--- src/rtl/delay_ffr_tap.sv ---
// Tapped delay line with stall, per-stage valid, flush and pending count.
// Define DELAY_FFR_TAP_OUTREG_EN to register out/out_valid/pending (+1 clk latency).
module delay_ffr_tap #(
   parameter int unsigned MAX_DELAY = 8,
   parameter int unsigned WIDTH     = 1,
   parameter int unsigned TAP_W     = 3
) (
   input  logic             clk,
   input  logic             reset,
   input  logic             en,
   input  logic             flush,
   input  logic             in_valid,
   input  logic [WIDTH-1:0] in,
   input  logic [TAP_W-1:0] tap,
   output logic [WIDTH-1:0] out,
   output logic             out_valid,
   output logic [TAP_W:0]   pending
);

   localparam logic [TAP_W-1:0] TapMax = TAP_W'(MAX_DELAY - 1);

   logic [WIDTH-1:0]     stage_data_q [MAX_DELAY];
   logic [MAX_DELAY-1:0] stage_valid_q;

   logic [TAP_W-1:0] tap_eff;
   logic [WIDTH-1:0] mux_data;
   logic             mux_valid;
   logic [TAP_W:0]   mux_count;

   // Stage storage: reset and flush share one clear path and outrank advance.
   always_ff @(posedge clk) begin
      if (reset || flush) begin
         for (int i = 0; i < int'(MAX_DELAY); i++) begin
            stage_data_q[i] <= '0;
         end
         stage_valid_q <= '0;
      end else if (en) begin
         stage_data_q[0]  <= in;
         stage_valid_q[0] <= in_valid;
         for (int i = 1; i < int'(MAX_DELAY); i++) begin
            stage_data_q[i]  <= stage_data_q[i-1];
            stage_valid_q[i] <= stage_valid_q[i-1];
         end
      end
   end

   // Out-of-range taps clamp to the last stage so the mux never indexes past the array.
   assign tap_eff = (tap > TapMax) ? TapMax : tap;

   always_comb begin
      mux_data  = '0;
      mux_valid = 1'b0;
      mux_count = '0;
      for (int i = 0; i < int'(MAX_DELAY); i++) begin
         if (TAP_W'(i) == tap_eff) begin
            mux_data  = stage_data_q[i];
            mux_valid = stage_valid_q[i];
         end
         if (TAP_W'(i) <= tap_eff) begin
            mux_count = mux_count + (TAP_W+1)'(stage_valid_q[i]);
         end
      end
   end

`ifdef DELAY_FFR_TAP_OUTREG_EN
   logic [WIDTH-1:0] out_q;
   logic             out_valid_q;
   logic [TAP_W:0]   pending_q;

   // Output registers load every clock, regardless of en.
   always_ff @(posedge clk) begin
      if (reset || flush) begin
         out_q       <= '0;
         out_valid_q <= 1'b0;
         pending_q   <= '0;
      end else begin
         out_q       <= mux_data;
         out_valid_q <= mux_valid;
         pending_q   <= mux_count;
      end
   end

   assign out       = out_q;
   assign out_valid = out_valid_q;
   assign pending   = pending_q;
`else
   assign out       = mux_data;
   assign out_valid = mux_valid;
   assign pending   = mux_count;
`endif

endmodule

--- config.mk ---
export PLATFORM = sky130hd
export DESIGN_NAME = delay_ffr_tap
export DESIGN_NICKNAME = d
export VERILOG_FILES = /design/src/rtl/delay_ffr_tap.sv
export SDC_FILE = /design/constraint.sdc
export NUM_CORES = 1
export LEC_CHECK = 0
export ABC_AREA = 1
export BUFFER_PORTS_ARGS = -buffer_cell sky130_fd_sc_hd__buf_2
export CAP_MARGIN = 20
export CORE_AREA = 5 5 59 61
export DETAILED_ROUTE_END_ITERATION = 10
export DIE_AREA = 0 0 64 66
export PLACE_DENSITY = 0.7
export SLEW_MARGIN = 20
export SYNTH_ARGS = -nofsm -noshare
export SYNTH_HDL_FRONTEND = slang
export SYNTH_SLANG_ARGS = --single-unit
--- constraint.sdc ---
create_clock -name clk -period 4.3 [get_ports clk]
set_clock_uncertainty 0.1 [all_clocks]
set_input_delay 0.43 -clock clk [delete_from_list [all_inputs] [get_ports clk]]
set_output_delay 0.43 -clock clk [all_outputs]
set_load 0.02 [all_outputs]
* Word level (Yosys, flattened, before mapping)
Memory sizes are Yosys's and may differ from the RTL's.
Index checks and enable logic that the tools add are counted.
** Storage, ports and cells
- Register bits :: 8
- Bits in writable memories :: 8
- Input bits :: 9
- Output and inout bits :: 6
- Memories kept :: 1
** Operators by class
- Add/subtract/negate cells :: 7
- $lt $le $gt $ge :: 9
- Equality and inequality tests :: 7
- Multiplexer cells :: 38
- Bitwise logic cells :: 8
- Reduce and logical (&&, ||, !) cells :: 2
** Memories
- stage_data_q :: words 8, width 1, rd ports 8, clocked after Yosys merged registers in 0, wr ports 8, RTL line 22 : logic [WIDTH-1:0] stage_data_q [MAX_DELAY];
** Operators by type and width (number)
- $mux 1 :: 30
- $add 4x1->4 :: 7
- $mux 4 :: 7
- $eq 3x3->1 const A :: 4
- $le 3x3->1 const A :: 4
- $or 1x1->1 :: 8
- $eq 2x3->1 const A :: 2
- $le 1x3->1 const A :: 2
- $le 2x3->1 const A :: 2
- $eq 1x3->1 const A :: 1
- $gt 3x3->1 const B :: 1
- $logic_not 3->1 :: 1
- $mux 3 :: 1
- $logic_or 1x1->1 :: 1

* Longest topological paths before layout
- Word-level depth :: 18
- Gate-level depth with buffers :: 29
- Gate-level depth less buffers :: 28

* Least setup slack after synthesis
No wires, ideal clock.
- Path kind :: input to output
- From :: input tap[2]
- To :: output pending[2]
- Arrival :: 4.290 ns
- Data required time :: 3.770 ns
- Setup slack :: -0.520 ns
- Stages on the path :: 26
- Path buffers :: 1
- Cells stage by stage :: buf_4 -> nor2_4 -> nand2_1 -> inv_1 -> nand2_2 -> nand2_1 -> ha_1 -> o21ai_0 -> inv_1 -> ha_1 -> nand2_1 -> nand2_1 -> ha_1 -> or2_2 -> nand2_1 -> inv_1 -> ha_1 -> nand2_1 -> nand2_1 -> ha_1 -> or2_2 -> and2_1 -> ha_1 -> ha_1 -> nand2_1 -> xor2_1
** Between the ends
- Word-level cells in the longest chain between the ends :: 18
- Elaborated cells between the ends (all ways) :: 25
- Those cells by class :: add/sub: 7; order compare: 9; mux: 9
** RTL lines
- start: declaration :: RTL line 14 : input logic [TAP_W-1:0] tap,
- $gt 3x3->1 :: RTL line 48 : assign tap_eff = (tap > TapMax) ? TapMax : tap;
- $mux 3 (*) :: RTL line 48
- $le 1x3->1 :: RTL line 59 : if (TAP_W'(i) <= tap_eff) begin
- $mux 1 :: RTL line 59
- $add 4x1->4 :: RTL line 60 : mux_count = mux_count + (TAP_W+1)'(stage_valid_q[i]);
- $mux 4 :: RTL line 59
- $add 4x1->4 :: RTL line 60
- $mux 4 :: RTL line 59
- [... 2 more ...]
- $add 4x1->4 :: RTL line 60
- $mux 4 :: RTL line 59
- $add 4x1->4 :: RTL line 60
- $mux 4 :: RTL line 59
- $add 4x1->4 :: RTL line 60
- $mux 4 :: RTL line 59
- $add 4x1->4 :: RTL line 60
- $mux 4 (*) :: RTL line 59
- end: declaration :: RTL line 17 : output logic [TAP_W:0] pending
Every way passes the cells marked *; elsewhere a longest branch is shown, timed or not.

* Worst setup path after layout
- From :: register stage_valid_q[0]
- To :: output pending[2]
** Between the ends
- Word-level cells in the longest chain between the ends :: 15
** RTL lines
- start: declaration :: RTL line 23 : logic [MAX_DELAY-1:0] stage_valid_q;
- start signal: assignment :: RTL line 39 : stage_valid_q[0] <= in_valid;
- start signal: indexed assignment :: RTL line 42 : stage_valid_q[i] <= stage_valid_q[i-1];
- $mux 1 (*) :: RTL line 59
- $add 4x1->4 :: RTL line 60
- $mux 4 (*) :: RTL line 59
- $add 4x1->4 :: RTL line 60
- $mux 4 (*) :: RTL line 59
- $add 4x1->4 :: RTL line 60
- $mux 4 (*) :: RTL line 59
- $add 4x1->4 :: RTL line 60
- $mux 4 (*) :: RTL line 59
- $add 4x1->4 :: RTL line 60
- $mux 4 (*) :: RTL line 59
- $add 4x1->4 :: RTL line 60
- $mux 4 (*) :: RTL line 59
- $add 4x1->4 :: RTL line 60
- $mux 4 (*) :: RTL line 59
Marks and branches as above.

==> summary.md <==
| Metric | Value |
|---|---|
| Status | `finished with violations` |
| Failing checks | `negative setup slack` |
| Synthesized area | `1380 um^2` |
| PnR worst setup slack | `-0.234 ns` |
| First-pass GRT wire length | `5130 um` |
| Critical path arrival | `4.00 ns` |
| CTS Sinks | `16` |
| Seq/Total Area, Yosys | `29.1%` |
| DP Wirelength | `2310 um` |
| Post-synthesis register bit count | `16` |
| Final instance area | `1970 um^2` |
| Avg Cell Area, Syn | `6.62 um^2` |
| Buf+Inv Stages, Crit Path | `3` |
| Most frequent cell after synthesis | `nand2_1` |
| Antenna violations before repair | `0` |
| CP Cell Sequence | `ha_4 > nand2_4 > nand2_4 > ha_4 > o21ai_2 > inv_2 > ha_4 > nand2_2 > nand2_1 > ha_1 > or2_4 > nand2_2 > inv_2 > ha_4 > nand2_4 > nand2_4 > ha_4 > or2_4 > and2_4 > ha_4 > ha_4 > nand2_4 > xor2_4 > buf_6` |
| Via/cell ratio | `4.96` |
| CTS tree | `done` |
| Max incr delay on CP | `0.34 ns` |
| Relative slew slack | `53.9%` |
| CTS buffer count | `3` |
| Shortest period the worst path allows | `4.53 ns` |
| Io pins | `15` |
| Antenna cells | `0` |
| Number of global-route vias before repair | `1378` |
| CTS Hold Buffers Added | `0` |
| Post-synthesis cell type count | `29` |
| Fmax | `221 MHz` |
| Area fraction of the dominant cell type after synthesis | `17.4%` |
| Crit-path max FO | `2` |
| Initial Util | `47.1%` |
| Global-route usage over all layers | `14.5%` |
| Clock Path Buffers | `2` |
| Share of post-route cells with drive strength above 1 | `39.8%` |
| Hold Fails Final Rpt | `0` |
| # nets final | `275` |
| CP Data Required Time | `3.77 ns` |
| Clock root cell | `clkbuf_4` |
| Crit start category | `flop` |
| Cell mode on critical path | `ha_4` |
| Area grow syn2layout | `43.1%` |
| Detailed-route via count | `1410` |
| # setup viols final | `4` |
| Avg WL per Cell | `11.2 um` |
| # rows | `20` |
| Worst-Margin Slew | `0.688 ns` |
| Cells after DPL | `275` |
| Post-synth EDFFs | `8` |
| YS warnings | `0` |
| Post-route non-filler standard cell count | `284` |
| Slowest CP cell | `dfxtp_2` |
| Placed Area | `1720 um^2` |
| Core ar. | `2930 um^2` |
| Commonest cells post-synth | `nand2_1 (56), inv_1 (35), nor2_1 (22), nand3_1 (21), ha_1 (13)` |
| Die area | `4220 um^2` |
| Max_cap viols | `0` |
| Cells after Synth | `208` |
| Pwr dens | `177 nW/um^2` |
| Clock latency on the worst-skew pair | `0.27 ns` |
| Clock-pin transition on the worst setup and hold timing paths | `0.08 ns` |
| Fin crit share | `105%` |
| Static leakage | `0.000953 uW` |
| Post-synth ARST share | `0%` |
| Final Max Slew Viols | `0` |
| H-tree depth | `1` |
| DRT antenna net count | `0` |
| # DRC | `0` |
| Critical path's top delay family | `adder cells` |
| Crit path kind | `flop to primary output` |
| Initial DRC Count | `39` |
| Die width | `64 um` |
| Pre-antenna DRT Iters | `4` |
| Synth top area cells | `edfxtp_1 (17%), nand2_1 (15%), ha_1 (12%)` |
| Area leader, netlist | `edfxtp_1` |
| Largest net degree at the start of global routing | `17` |
| Port Buffers | `14` |
| Congestion Overflow GR | `0` |
| Synth Net Count | `230` |
| Critical path endpoint category | `primary output` |
| RSZ-0062 raised after global routing | `yes` |
| Total wire length | `3190 um` |
| Peak VDD IR | `0.000222 V` |
| Final GP Congestion | `0.818` |
| Fin Hold WS | `0.326 ns` |
| Die Y | `66 um` |
| Class of the worst hold path | `primary input to flop` |
| Synth Flop Type | `edfxtp_1` |
-- worst register-to-register path, delay by kind of cell, from the launching register on --
| family | cells | cell delay, ns |
|---|---|---|
| flip-flops | 1 | 0.40 |
| buffers and inverters | 1 | 0.07 |
| AND/OR/NAND/NOR | 1 | 0.04 |
-- cells by family after synthesis --
family	after synthesis	synth area share, %
and+or+nand+nor	119	38.8
buffers and inverters	41	11.4
AOI/OAI and AO/OA	18	8.27
DFF	16	29.1
adders and majority gates	13	11.8
xor gates and xnor gates	1	0.636
-- final cells by class --
class,instances,area [um^2]
clock buffers,3,22.5
fillers,245,957
repair buffers,43,320
well taps,33,41.3
inverters,38,143
flip-flops and latches,16,403
multi-input cells,151,1040
-- stage by stage --
step	setup WS, ns	power, uW	setup TNS [ns]	utilization (%)
after floorplan	-0.149	220	-0.368	-
after global routing	-0.423	368	-1.42	67.3
after CTS	-0.321	339	-1.04	63.8
after detailed placement	-0.376	252	-1.32	58.8
final	-0.234	348	-0.726	67.3
after global placement	-0.301	250	-1.02	58.8
-- worst paths after layout --
check                      from                 end  slack (ns)  depth (start not counted)
max reg2reg  stage_data_q[0][1]  stage_data_q[0][2]        3.44                          2
min                    in_valid    stage_valid_q[0]        0.33                          3
min reg2reg    stage_valid_q[4]    stage_valid_q[4]        0.43                          2
max            stage_valid_q[0]          pending[2]       -0.23                         24
-- per-layer routing --
metal  GRT usage, %  vias up  share of wire [%]
met5              0        -                  0
met4           4.68        0               0.72
met3          0.850        4                2.3
met2           29.1       18                 53
met1           15.8      629                 44
li1               -      759                  -
-- timing repair --
item                                    CTS  global route
endpoints found under the setup margin    4             4
gates resized for setup                  22            21
setup buffers                             5             2
hold endpoints to repair                  0             0
pin swaps                                19            21
-- sequential cells by signal (all words and copies together), names as in the netlist --
register and flops:
stage_valid_q 8, stage_data_q 8
-- power breakdown --
group,switching [uW],internal (uW)
Clock,41.3,32.4
Sequential,2.01,164
Combinational,57.8,51.4
-- layout by cell type, fill, tap and decap left out, types with 3 or more instances in the layout --
master	instances
nand2_1	39
inv_1	31
buf_4	27
nor2_1	22
nand3_1	19
nand2_2	17
buf_2	10
ha_4	8
edfxtp_1	8
inv_2	7
nand2_4	7
o22ai_1	7
buf_6	6
dfxtp_1	6
ha_1	5
nand3_2	3
o21ai_2	3
nand3b_1	3
clkbuf_4	3
No activity file was read; power rests on OpenSTA's default activity.
